### src/rtl/riscv_fpu_types_pkg.sv
`default_nettype none
// ============================================================================
// riscv_fpu_types_pkg: FPU request/response types and arbiter definitions.
// Rev 1.0
// ============================================================================
package riscv_fpu_types_pkg;

  typedef enum logic [3:0] {
    FPU_ADD  = 4'd0,
    FPU_SUB  = 4'd1,
    FPU_MUL  = 4'd2,
    FPU_DIV  = 4'd3,
    FPU_SQRT = 4'd4,
    FPU_FMA  = 4'd5,
    FPU_CVT  = 4'd6,
    FPU_CMP  = 4'd7
  } fpu_op_e;

  typedef struct packed {
    logic        valid;
    fpu_op_e     op;
    logic [2:0]  rm;
    logic [4:0]  rd_addr;
    logic [31:0] operand_a;
    logic [31:0] operand_b;
  } fpu_req_t;

  typedef struct packed {
    logic        valid;
    logic [4:0]  rd_addr;
    logic [31:0] data;
    logic [4:0]  fflags;
  } fpu_rsp_t;

  typedef enum logic [0:0] {
    ARB_RUN   = 1'b0,
    ARB_DRAIN = 1'b1
  } fpu_arb_state_e;

  localparam int FPU_ARB_MAX_REQ = 8;

  typedef logic [2:0] fpu_tag_t;

  // Round-robin successor of a requester index among n requesters.
  function automatic fpu_tag_t fpu_arb_next_tag(input fpu_tag_t t, input int n);
    return (int'(t) >= n - 1) ? '0 : fpu_tag_t'(t + 3'd1);
  endfunction

endpackage
`default_nettype wire

### src/rtl/riscv_fpu_tag_fifo.sv
`default_nettype none
// ============================================================================
// riscv_fpu_tag_fifo: synchronous FIFO; a push is accepted when full if a pop
// happens in the same cycle. Rev 1.0
// ============================================================================
module riscv_fpu_tag_fifo #(
  parameter int DEPTH = 4,
  parameter int WIDTH = 3
) (
  input  logic                         clk_i,
  input  logic                         rst_i,
  input  logic                         push_i,
  input  logic [WIDTH-1:0]             data_i,
  input  logic                         pop_i,
  output logic [WIDTH-1:0]             data_o,
  output logic                         full_o,
  output logic                         empty_o,
  output logic [$clog2(DEPTH+1)-1:0]   count_o
);

  localparam int PTR_W = $clog2(DEPTH);
  localparam int CNT_W = $clog2(DEPTH+1);

  logic [PTR_W-1:0] wr_ptr_q, wr_ptr_d;
  logic [PTR_W-1:0] rd_ptr_q, rd_ptr_d;
  logic [CNT_W-1:0] count_q, count_d;
  logic [WIDTH-1:0] mem_q [DEPTH];
  logic             do_push, do_pop;

  always_comb begin
    full_o   = (count_q == CNT_W'(DEPTH));
    empty_o  = (count_q == '0);
    do_pop   = pop_i & ~empty_o;
    do_push  = push_i & (~full_o | do_pop);
    // DEPTH is a power of two, so pointers wrap by natural overflow.
    wr_ptr_d = wr_ptr_q + PTR_W'(do_push);
    rd_ptr_d = rd_ptr_q + PTR_W'(do_pop);
    count_d  = count_q + CNT_W'(do_push) - CNT_W'(do_pop);
    data_o   = mem_q[rd_ptr_q];
    count_o  = count_q;
  end

  always_ff @(posedge clk_i or posedge rst_i) begin
    if (rst_i) begin
      wr_ptr_q <= '0;
      rd_ptr_q <= '0;
      count_q  <= '0;
    end else begin
      wr_ptr_q <= wr_ptr_d;
      rd_ptr_q <= rd_ptr_d;
      count_q  <= count_d;
    end
  end

  always_ff @(posedge clk_i) begin
    if (do_push) begin
      mem_q[wr_ptr_q] <= data_i;
    end
  end

endmodule
`default_nettype wire

### src/rtl/riscv_fpu_arbiter.sv
`default_nettype none
// ============================================================================
// riscv_fpu_arbiter: round-robin sharing of one in-order pipelined FPU with
// tag-FIFO response routing and flush/drain control.
// Optional macro RISCV_FPU_ARB_PERF_EN adds grant/stall counters. Rev 1.0
// ============================================================================
module riscv_fpu_arbiter
  import riscv_fpu_types_pkg::*;
#(
  parameter int NUM_REQ         = 2,
  parameter int MAX_OUTSTANDING = 4
) (
  input  logic               clk_i,
  input  logic               rst_i,
  input  fpu_req_t           req_i [NUM_REQ],
  output logic [NUM_REQ-1:0] req_ready_o,
  output fpu_rsp_t           rsp_o [NUM_REQ],
  output fpu_req_t           fpu_req_o,
  input  logic               fpu_ready_i,
  input  fpu_rsp_t           fpu_rsp_i,
  input  logic               flush_i,
  output logic               flush_done_o,
  output logic               spurious_rsp_o
`ifdef RISCV_FPU_ARB_PERF_EN
  ,
  output logic [31:0]        perf_grant_cnt_o [NUM_REQ],
  output logic [31:0]        perf_stall_cnt_o
`endif
);

  localparam int CNT_W = $clog2(MAX_OUTSTANDING+1);

  fpu_arb_state_e   state_q, state_d;
  fpu_tag_t         ptr_q, ptr_d;
  logic             flush_done_q, flush_done_d;
  logic             spurious_q, spurious_d;

  logic             grant_vld, issue, pop, eligible;
  fpu_tag_t         winner, head_tag;
  logic             fifo_full, fifo_empty;
  logic [CNT_W-1:0] fifo_count, count_next;

  riscv_fpu_tag_fifo #(
    .DEPTH (MAX_OUTSTANDING),
    .WIDTH ($bits(fpu_tag_t))
  ) u_tag_fifo (
    .clk_i   (clk_i),
    .rst_i   (rst_i),
    .push_i  (issue),
    .data_i  (winner),
    .pop_i   (pop),
    .data_o  (head_tag),
    .full_o  (fifo_full),
    .empty_o (fifo_empty),
    .count_o (fifo_count)
  );

  // Arbitration and issue; rst_i keeps every grant low while reset is held.
  always_comb begin
    pop         = fpu_rsp_i.valid & ~fifo_empty;
    eligible    = ~rst_i && (state_q == ARB_RUN) && ~flush_i && (~fifo_full || pop);
    grant_vld   = 1'b0;
    winner      = '0;
    for (int i = 0; i < NUM_REQ; i++) begin
      for (int k = 0; k < NUM_REQ; k++) begin
        if (eligible && !grant_vld && req_i[k].valid &&
            (((int'(ptr_q) + i) % NUM_REQ) == k)) begin
          grant_vld = 1'b1;
          winner    = fpu_tag_t'(k);
        end
      end
    end
    fpu_req_o   = '0;
    req_ready_o = '0;
    for (int k = 0; k < NUM_REQ; k++) begin
      if (grant_vld && (winner == fpu_tag_t'(k))) begin
        fpu_req_o       = req_i[k];
        fpu_req_o.valid = 1'b1;
        req_ready_o[k]  = fpu_ready_i;
      end
    end
    issue      = grant_vld & fpu_ready_i;
    ptr_d      = issue ? fpu_arb_next_tag(winner, NUM_REQ) : ptr_q;
    count_next = fifo_count + CNT_W'(issue) - CNT_W'(pop);
    spurious_d = spurious_q | (fpu_rsp_i.valid & fifo_empty);
  end

  always_comb begin
    for (int k = 0; k < NUM_REQ; k++) begin
      rsp_o[k]       = fpu_rsp_i;
      rsp_o[k].valid = pop && (head_tag == fpu_tag_t'(k));
    end
  end

  always_comb begin
    state_d      = state_q;
    flush_done_d = 1'b0;
    case (state_q)
      ARB_RUN: begin
        if (flush_i) state_d = ARB_DRAIN;
      end
      ARB_DRAIN: begin
        flush_done_d = (count_next == '0) && flush_i;
        // Leaving DRAIN waits for every outstanding op even if flush_i drops.
        if (!flush_i && (fifo_count == '0)) state_d = ARB_RUN;
      end
      default: state_d = ARB_RUN;
    endcase
  end

  always_ff @(posedge clk_i or posedge rst_i) begin
    if (rst_i) begin
      state_q      <= ARB_RUN;
      ptr_q        <= '0;
      flush_done_q <= 1'b0;
      spurious_q   <= 1'b0;
    end else begin
      state_q      <= state_d;
      ptr_q        <= ptr_d;
      flush_done_q <= flush_done_d;
      spurious_q   <= spurious_d;
    end
  end

  assign flush_done_o   = flush_done_q;
  assign spurious_rsp_o = spurious_q;

`ifdef RISCV_FPU_ARB_PERF_EN
  logic [31:0] perf_grant_q [NUM_REQ];
  logic [31:0] perf_grant_d [NUM_REQ];
  logic [31:0] perf_stall_q, perf_stall_d;
  logic        any_vld;

  always_comb begin
    any_vld = 1'b0;
    for (int k = 0; k < NUM_REQ; k++) begin
      any_vld = any_vld | req_i[k].valid;
    end
    perf_stall_d = (any_vld && !issue && (perf_stall_q != '1)) ? perf_stall_q + 32'd1
                                                             : perf_stall_q;
    for (int k = 0; k < NUM_REQ; k++) begin
      perf_grant_d[k] = (issue && (winner == fpu_tag_t'(k)) && (perf_grant_q[k] != '1))
                        ? perf_grant_q[k] + 32'd1 : perf_grant_q[k];
    end
  end

  always_ff @(posedge clk_i or posedge rst_i) begin
    if (rst_i) begin
      perf_stall_q <= '0;
      for (int k = 0; k < NUM_REQ; k++) perf_grant_q[k] <= '0;
    end else begin
      perf_stall_q <= perf_stall_d;
      for (int k = 0; k < NUM_REQ; k++) perf_grant_q[k] <= perf_grant_d[k];
    end
  end

  assign perf_grant_cnt_o = perf_grant_q;
  assign perf_stall_cnt_o = perf_stall_q;
`endif

endmodule
`default_nettype wire

### config.mk
export PLATFORM = sky130hd
export DESIGN_NAME = riscv_fpu_arbiter
export DESIGN_NICKNAME = d
export VERILOG_FILES = /design/src/rtl/riscv_fpu_types_pkg.sv /design/src/rtl/riscv_fpu_tag_fifo.sv /design/src/rtl/riscv_fpu_arbiter.sv
export SDC_FILE = /design/constraint.sdc
export NUM_CORES = 1
export LEC_CHECK = 0
export ABC_AREA = 1
export ABC_CLOCK_PERIOD_IN_PS = 2650
export CAP_MARGIN = 20
export CORE_AREA = 2 2 143 145
export DETAILED_ROUTE_END_ITERATION = 10
export DIE_AREA = 0 0 145 147
export PLACE_DENSITY = 0.51
export SLEW_MARGIN = 20
export SYNTH_ARGS = -nofsm -noshare
export SYNTH_HDL_FRONTEND = slang
export SYNTH_SLANG_ARGS = --single-unit
### constraint.sdc
create_clock -name clk_i -period 2.65 [get_ports clk_i]
set_clock_uncertainty 0.15 [all_clocks]
set_input_delay 0.53 -clock clk_i [delete_from_list [all_inputs] [get_ports clk_i]]
set_output_delay 0.53 -clock clk_i [all_outputs]
set_load 0.02 [all_outputs]
# Word level (Yosys, flattened, before mapping)
# Memories as Yosys holds them, arrays and structs flattened.
# Index checks and enable logic that the tools add are counted.
# W data, S select, Z words.
# classes
add_sub_neg	8
mul	0
div_mod_pow	0
n_lt_le_gt_ge	1
eq_ne	4
shift	0
muxes	18
n_bitwise	13
n_reduce_logical	31
# op_table
operator	n
$mux W77	2
$logic_not A32 Y1	2
$logic_and A1 B1 Y1	20
$mux W1	13
$logic_not A3 Y1	4
$add A3 B1 Y3	2
$eq A3 B1 Y1 const B	2
$mux W3	2
$sub A3 B1 Y3	2
$and A1 B1 Y1	5
$not A1 Y1	5
$add A2 B1 Y2	2
$logic_not A1 Y1	4
$eq A3 B3 Y1 const B	1
$ge A3 B1 Y1 const B	1
$add A1 B1 Y1 const B	2
$eq A2 B2 Y1 const B	1
$or A1 B1 Y1	2
$pmux W1 S2	1
$and A1 B1 Y1 const A	1
$logic_or A1 B1 Y1	1
# totals
regBits	11
latchBits	0
mem_bits_rw	12
romBits	0
inputBits	201
output_inout_bits	167
elab_cells	83
mem_count	1
# memory_table
name	words	width	rd	rd_ports_with_merged_regs	wr	line_no	source
u_tag_fifo.mem_q	4	3	1	0	1	riscv_fpu_tag_fifo.sv:27	logic [WIDTH-1:0] mem_q [DEPTH];

# Logic depth before layout (Yosys ltp)
# Gate-level depths: netlist (run 1).
# depth
ltp_word	29
depth_mapped	11
ltp_nobuf	11

# By module
# From an unflattened synthesis (run 1), not the netlist that was laid out.
# hier_totals
cells_unflattened	471
area_unflattened_um2	3081.7
# modules_own_cells
module	instances	cells_per_inst	area_each_um2	seq_area_each_um2
riscv_fpu_arbiter	1	393	2220.9	100.1
riscv_fpu_tag_fifo	1	78	860.8	535.5

# Least setup slack after synthesis (run 1)
# Ideal clock, no wire load.
# synth_path
path_type	input -> register
from	input port rst_i
to	register flush_done_q (netlist: flush_done_o)
setup_ns	0.071
arrival_ns	2.155
required_time_ns	2.429
path_slack_ns	0.274
cell_stages	10
path_buffers	0
path_cell_list	inv_1 -> nand2_1 -> inv_2 -> nand4_1 -> inv_1 -> ha_1 -> fa_1 -> nor2_1 -> nand3_1 -> nor2_1
# synth_between
elab_chain_cells	28
# synth_rtl
item	line_no	source
start, declared	riscv_fpu_arbiter.sv:14	input logic rst_i,
$not A1 Y1 *	riscv_fpu_arbiter.sv:61	eligible = ~rst_i && (state_q == ARB_RUN) && ~flush_i && (~fifo_full || pop);
$logic_and A1 B1 Y1 * (3 in series)	riscv_fpu_arbiter.sv:61	
$logic_and A1 B1 Y1 (2 in series)	riscv_fpu_arbiter.sv:66	if (eligible && !grant_vld && req_i[k].valid &&
$mux W1	riscv_fpu_arbiter.sv:66	
$logic_not A1 Y1	riscv_fpu_arbiter.sv:66	
$logic_and A1 B1 Y1 (3 in series)	riscv_fpu_arbiter.sv:66	
$mux W1	riscv_fpu_arbiter.sv:66	
$logic_not A1 Y1	riscv_fpu_arbiter.sv:66	
(+8 left out)	-	
$mux W1 *	riscv_fpu_arbiter.sv:66	
$and A1 B1 Y1 *	riscv_fpu_arbiter.sv:82	issue = grant_vld & fpu_ready_i;
$add A3 B1 Y3 *	riscv_fpu_arbiter.sv:84	count_next = fifo_count + CNT_W'(issue) - CNT_W'(pop);
$sub A3 B1 Y3 *	riscv_fpu_arbiter.sv:84	
$logic_not A3 Y1 *	riscv_fpu_arbiter.sv:103	flush_done_d = (count_next == '0) && flush_i;
$logic_and A1 B1 Y1 *	riscv_fpu_arbiter.sv:103	
$mux W1 *	riscv_fpu_arbiter.sv:98	case (state_q)
net flush_done_d	riscv_fpu_arbiter.sv:35	logic flush_done_q, flush_done_d;
end signal, assigned	riscv_fpu_arbiter.sv:120	flush_done_q <= flush_done_d;
end, declared	riscv_fpu_arbiter.sv:35	
# The timed path passes the listed nets; every way through them passes the cells marked *.
# A chain may end at the register's enable or synchronous reset.

# Final worst setup path (run 1)
# layout_path
from	input port flush_i
to	output port req_ready_o[1]
# layout_between
elab_chain_cells	24
elab_cells_between_ends	27
cone_classes	eq/ne: 1; mux: 8; bitwise: 1; reduce/logical: 17
# layout_rtl
item	line_no	source
start, declared	riscv_fpu_arbiter.sv:21	input logic flush_i,
$not A1 Y1 *	riscv_fpu_arbiter.sv:61	
$logic_and A1 B1 Y1 * (2 in series)	riscv_fpu_arbiter.sv:61	
$logic_and A1 B1 Y1 (2 in series)	riscv_fpu_arbiter.sv:66	
$mux W1	riscv_fpu_arbiter.sv:66	
$logic_not A1 Y1	riscv_fpu_arbiter.sv:66	
$logic_and A1 B1 Y1 (3 in series)	riscv_fpu_arbiter.sv:66	
$mux W1	riscv_fpu_arbiter.sv:66	
$logic_not A1 Y1	riscv_fpu_arbiter.sv:66	
$logic_and A1 B1 Y1 (3 in series)	riscv_fpu_arbiter.sv:66	
$mux W1	riscv_fpu_arbiter.sv:66	
$logic_not A1 Y1	riscv_fpu_arbiter.sv:66	
$logic_and A1 B1 Y1 (3 in series)	riscv_fpu_arbiter.sv:66	
$mux W3	riscv_fpu_arbiter.sv:66	
$eq A3 B1 Y1	riscv_fpu_arbiter.sv:76	if (grant_vld && (winner == fpu_tag_t'(k))) begin
$logic_and A1 B1 Y1 *	riscv_fpu_arbiter.sv:76	
$mux W1 *	riscv_fpu_arbiter.sv:76	
end, declared	riscv_fpu_arbiter.sv:16	output logic [NUM_REQ-1:0] req_ready_o,
# Every way passes the cells marked *; elsewhere a longest branch is shown, timed or not.

==> results.yml, run 1 <==
routing:
  wl_per_cell_um: 15.41
  wirelength_um: 13470
  drt_first_pass_iters: 4
  first_iter_violations: 127
  vias_per_cell: 3.989
  drc: 0
  vias: 3486
  detail-route-antenna-nets: 0
critical_path:
  critPathCaptureType: "output pin"
  crit_type: "input port to output pin"
  crit_required_ns: 1.97
  start_kind: "input port"
  critical_path_peak_fanout: 2
  arrival_ns: 1.89
pwr:
  power_frac_comb: 0.633
  p_leak_nw: 2.538
  power.density_nw_per_um2: 365.3
  pwr-share-seq: 0.207
  power_frac_clock: 0.160
  irDropWorstVdd_mv: 0.2278
  p_total_mw: 1.853
  internal_power_mw: 1.133
  p_switching_mw: 0.7195
  netSwitchingFraction: 0.3884
die:
  pin_count: 368
  coreArea_um2: 19840
  die_y_um: 147
  die_area_um2: 21320
  num_rows: 52
  start_util: 0.1367
  die_w_um: 145
global_routing:
  grt_first_pass_wirelength_um: 19640
  first_global_vias: 3584
  grt_max_degree: 47
  antenna_found_initial: 0
  grt_overflow_total: 0
  grt_use_total: 0.1148
final_layout:
  final_common_cell: "nand2_1"
  stdcell_area_um2: 5072
  layout.cells.non_filler: 874
  final_cell_mix: "nand2_1 (168), clkdlybuf4s50_1 (158), nand4_1 (78)"
  final_nets: 813
  synthToLayoutAreaGrowth_pct: 86.99
  drive_above_1_share: 0.2268
  postLayoutCoreUtil: 0.2556
  diodes: 0
clocking:
  cts.sinks: 15
  cts_buffers: 3
  cts_max_level: 1
  clockRootBuffer: "clkbuf_16"
  clockBufferDepth: 2
  insertion_delay_ns: 0.25
  path_clk_slew_ns: 0.05
  tritoncts: "done"
yosys:
  synth-edff-count: 4
  synthMuxAreaShare: 0
  syn-num-nets: 642
  synth_compound_area_frac: 0.01707
  yosys.area.top_type_share: 0.2435
  yosys_warnings: 0
  ys_dominant_reg_cell: "dfrtp_1"
  synth-xor-area-share: 0.01292
  ys_seq_area_frac: 0.1458
  yosys.area.top_type: "buf_4"
  yosys.area_share.simple: 0.4543
  async_flop_share: 0.7333
  synth_seq_cells: 15
  synthTopCellsByArea: "buf_4 (24%), nand2_1 (24%), nand4_1 (18%), dfrtp_1 (10%), edfxtp_1 (4.4%)"
  synth.avg_cell_area_um2: 6.250
  synth_area_um2: 2713
  syn_inst: 434
  synth_top_family_by_area: "simple AND/OR/NAND/NOR gates"
  ys_types: 27
  synth_fa_ha_area_frac: 0.03782
job:
  cap_violations: 0
place:
  post-dp-hpwl_um: 8703
  placed_area_um2: 4853
  numPortBuffers: 241
  globalplace.congestion: 0.7259
  dpl.cell_count: 844
min_path:
  hp-class: "input port to async pin"
sta:
  finalHoldViolCount: 0
  whs_ns: 0.2819
  relSlewSlack: 0.8429
  fin_crit_sh: 0.9695
  layout_min_cycle_time_ns: 2.569
  timing.fmax_ghz: 0.3892
  maxSlewViolCount: 0
  setup_viol: 0
  worst_pin_slew_ns: 0.2349
outcome:
  outcome: "completed"
[cell type report]
| type | count | area (µm²) |
|---|---|---|
| flip-flops and latches | 15 | 395.4 |
| well taps | 270 | 337.8 |
| repair buffers | 283 | 2761 |
| inverters | 19 | 71.32 |
| multi-input cells | 283 | 1426 |
| clock inverters | 1 | 5.005 |
| clock buffers | 3 | 75.07 |
| fillers | 2245 | 14770 |
[final timing paths]
path | start | endpoint | slack [ns] | depth (start not counted)
setup / recovery | flush_i | req_ready_o[1] | 0.08 | 7
hold / removal | rst_i | spurious_rsp_o | 0.28 | 3
setup reg to reg | u_tag_fifo.count_o[1] | flush_done_o | 0.29 | 11
hold reg to reg | spurious_rsp_o | spurious_rsp_o | 0.33 | 1
max in group asynchronous | rst_i | u_tag_fifo.wr_ptr_q[1] | 1.91 | 3
min in group clk_i | spurious_rsp_o | spurious_rsp_o | 0.33 | 1
[kinds of logic after synthesis]
| group | Yosys count |
|---|---|
| and+or+nand+nor | 266 |
| buffers and inverters | 136 |
| xor gates and xnor gates | 4 |
| DFF | 15 |
| AOI/OAI and AO/OA | 6 |
| adders and majority gates | 7 |
[through the flow]
step           setup TNS (ns)  worst slack (ns)
5_1_grt              -0.02098          -0.01090
2_1_floorplan               0            0.2736
3_3_place_gp           -37.97           -0.5393
3_5_place_dp           -37.58           -0.5403
6_report                    0           0.08083
4_1_cts              -0.03963          -0.03963
[cell usage after synthesis (4+ instances only)]
| master | instances |
|---|---|
| nand4_1 | 78 |
| inv_1 | 17 |
| dfrtp_1 | 11 |
| ha_1 | 5 |
| buf_4 | 88 |
| edfxtp_1 | 4 |
| nand2_1 | 171 |
| buf_2 | 18 |
| buf_6 | 5 |
| nor2_1 | 11 |
| clkbuf_1 | 5 |
[flip-flops by register name, indices dropped and copies added (netlist names)]
name / cells
u_tag_fifo.count_o: 3
state_q: 1
spurious_rsp_o: 1
u_tag_fifo.mem_q: 4
u_tag_fifo.wr_ptr_q: 2
u_tag_fifo.rd_ptr_q: 2
ptr_q: 1
flush_done_o: 1
[layer usage]
layer / vias up / GRT usage / wire [µm] / share of wire
met1: 1526 / 0.1330 / 5182 / 0.38
li1: 1693 / - / - / -
met4: 0 / 0.02574 / 222 / 0.016
met5: - / 0 / 0 / 0
met2: 238 / 0.2095 / 6798 / 0.50
met3: 29 / 0.03323 / 1266 / 0.094
[critical path: stages]
cell and delay [ns]:
clkdlybuf4s15_1 0.18, nor2_1 0.12, nand2_2 0.09, inv_2 0.08, nand2_4 0.07, nor3b_1 0.18, clkdlybuf4s50_1 0.64
[timing repair]
item,4_1_cts,5_1_grt
cloned,8,3
pin swaps,7,4
gates resized for setup,280,63
setup buffers,14,1
hold buffers,0,0
endpoints found under the setup margin,80,76
[power groups by stage]
stage | registers, mW | logic [mW] | clock network [mW]
5_1_grt | 0.397 | 1.28 | 0.308
3_3_place_gp | 0.388 | 1.02 | 0
3_5_place_dp | 0.388 | 1.02 | 0
2_1_floorplan | 0.388 | 0.673 | 0
6_report | 0.384 | 1.17 | 0.296
4_1_cts | 0.385 | 1.17 | 0.299
Note: power is estimated with default switching activity, not from simulation.
==> run 2: changes to the inputs <==
Settings changed: CORE_AREA 2 2 143 145 to 2 2 145 147, CTS_BUF_LIST from default to sky130_fd_sc_hd__clkbuf_8, DIE_AREA 0 0 145 147 to 0 0 147 149, PLACE_DENSITY 0.51 to 0.5.
==> run 2 against run 1 <==
  * Count of clock-buffer cells in the layout stayed put
  * Non-clock buffer count down 8
  * First-iteration DRC count decreased by 15%
  * Worst setup slack improved by 0.0033 ns
  * Sequential power about the same
  * Maximum frequency rose by 0.13%
  * Hold slack improved by 0.029 ns
  * Sequential share of layout area hardly changed
  * Utilization decreased by 0.77 points
  * Global-route usage shrank 0.77 points
  * Flip-flop and latch count unchanged
  * Combinational power fell by 6%
  * Largest cell class unchanged
  * Highest routed layer unchanged
==> results.yml, run 2 (synthesized netlist as in run 1, its figures left out) <==
critical_path:
  crit_required_ns: 1.97
  r2r_cells: 11
  start_kind: "input port"
  crit_type: "input port to output pin"
  critical_path_peak_fanout: 21
  critPathCaptureType: "output pin"
  arrival_ns: 1.89
die:
  die_w_um: 147
  die_area_um2: 21900
  die_y_um: 149
  coreArea_um2: 20560
  pin_count: 368
  num_rows: 53
  start_util: 0.1320
place:
  globalplace.congestion: 0.7185
  post-dp-hpwl_um: 8927
  numPortBuffers: 241
final_layout:
  final_nets: 805
  synthToLayoutAreaGrowth_pct: 87.87
  largest_register_ff_count: 4
  diodes: 0
  drive_above_1_share: 0.2131
  final_cell_mix: "nand2_1 (168), clkdlybuf4s50_1 (157), nand4_1 (78)"
  final_common_cell: "nand2_1"
  nFillCells: 2274
  top_register: "u_tag_fifo.mem_q"
  regArea_um2: 395.4
  multi_input_area_um2: 1431
pwr:
  power_frac_clock: 0.108
  p_leak_nw: 2.408
  power_frac_comb: 0.660
  p_switching_mw: 0.6666
  internal_power_mw: 0.9936
  p_total_mw: 1.660
  power.density_nw_per_um2: 325.8
  pwr-share-seq: 0.232
  irDropWorstVdd_mv: 0.1723
  netSwitchingFraction: 0.4015
clocking:
  cts_max_level: 1
  hold_buffers: 0
  cts.sinks: 15
  tritoncts: "done"
  clockBufferDepth: 2
  cts_buffers: 3
  insertion_delay_ns: 0.24
  clockRootBuffer: "clkbuf_8"
  path_clk_slew_ns: 0.06
routing:
  drc: 0
  drt_first_pass_iters: 4
  detail-route-antenna-nets: 0
  vias_per_cell: 3.999
  vias: 3483
  wl_per_cell_um: 14.23
  first_iter_violations: 108
  wirelength_um: 12390
min_path:
  hp-class: "input port to async pin"
sta:
  fin_crit_sh: 0.9683
  setup_viol: 0
  worst_pin_slew_ns: 0.2527
  setup_tns_ns: 0
  layout_min_cycle_time_ns: 2.566
  timing.fmax_ghz: 0.3897
  rsz0062_at_grt: "false"
  relSlewSlack: 0.8310
  finalHoldViolCount: 0
  maxSlewViolCount: 0
global_routing:
  grt_overflow_total: 0
  grt_first_pass_wirelength_um: 18640
  first_global_vias: 3513
  antenna_found_initial: 0
  grt_max_degree: 41
  grt_use_total: 0.1071
job:
  cap_violations: 0
outcome:
  outcome: "completed"
[run 2: cell count changes in the layout (fill, tap and decap cells not counted), sizes merged]
cell,previous run,this run
buf,110,77
clkdlybuf4s15,1,34
clkbuf,13,3
inv,19,20
clkdlybuf4s50,158,157
bufbuf,0,1
dlygate4sd2,4,6
clkinv,1,0
[run 2: area by class of cell]
cell class	count	area share
clock buffer	3	0.008102
multi-input combinational	283	0.2809
tap	275	0.06752
sequential	15	0.07758
timing repair buffer	275	0.5507
inverter	19	0.01449
clock inverter	1	0.0007366
[run 2: power groups by stage]
stage               Combinational [mW]  Sequential [mW]  Clock, mW
floorplan                        0.673            0.388          0
global placement                  1.02            0.388          0
detailed placement                1.02            0.388          0
CTS                               1.11            0.385      0.189
global route                      1.21            0.396      0.197
finish                            1.10            0.385      0.178
[run 2: stage by stage]
stage / area (µm²) / util / hold slack (ns) / instances / setup WS [ns]
6_report: 5096 / 0.2479 / 0.3112 / 871 / 0.08408
5_1_grt: 5096 / 0.2479 / 0.3274 / 871 / 0.001332
4_1_cts: 5139 / 0.2500 / 0.3127 / 872 / 0.007105
3_5_place_dp: 4882 / 0.2375 / 0.3146 / 852 / -0.5630
3_3_place_gp: 4882 / 0.2375 / 0.3183 / 852 / -0.6072
2_1_floorplan: 2713 / - / 0.2406 / 434 / 0.2736
[run 2: routing by layer]
| metal | track usage | part of all wire | routed length (µm) |
|---|---|---|---|
| met2 | 0.1885 | 0.47 | 5796 |
| met1 | 0.1231 | 0.39 | 4854 |
| met4 | 0.03558 | 0.031 | 383 |
| met3 | 0.03456 | 0.11 | 1356 |
| met5 | 0 | 0 | 0 |
[run 2: what timing repair did]
item                       in CTS  in global routing
setup endpoints to repair      81                 42
gates cloned                    6                  0
pin swaps                       5                  2
gates resized for setup       314                  9
buffers inserted               10                  0
[run 2: worst max-delay path: stages]
cell and delay [ns]:
dlygate4sd2_1 0.25, nor2_2 0.12, nand2_4 0.08, inv_4 0.06
nand2_4 0.06, nor2_8 0.16, buf_12 0.19, nand2_1 0.07
nand2_1 0.07, clkdlybuf4s15_2 0.25
[run 2: path summary, 6_finish.rpt]
path	startpoint	slack (ns)	endpoint
setup / recovery	flush_i	0.08	fpu_req_o[37]
hold / removal	rst_i	0.31	flush_done_o
setup reg to reg	u_tag_fifo.count_o[1]	0.27	flush_done_o
hold reg to reg	spurious_rsp_o	0.32	spurious_rsp_o
max in group asynchronous	rst_i	1.89	u_tag_fifo.count_o[1]
min in group clk_i	spurious_rsp_o	0.32	spurious_rsp_o
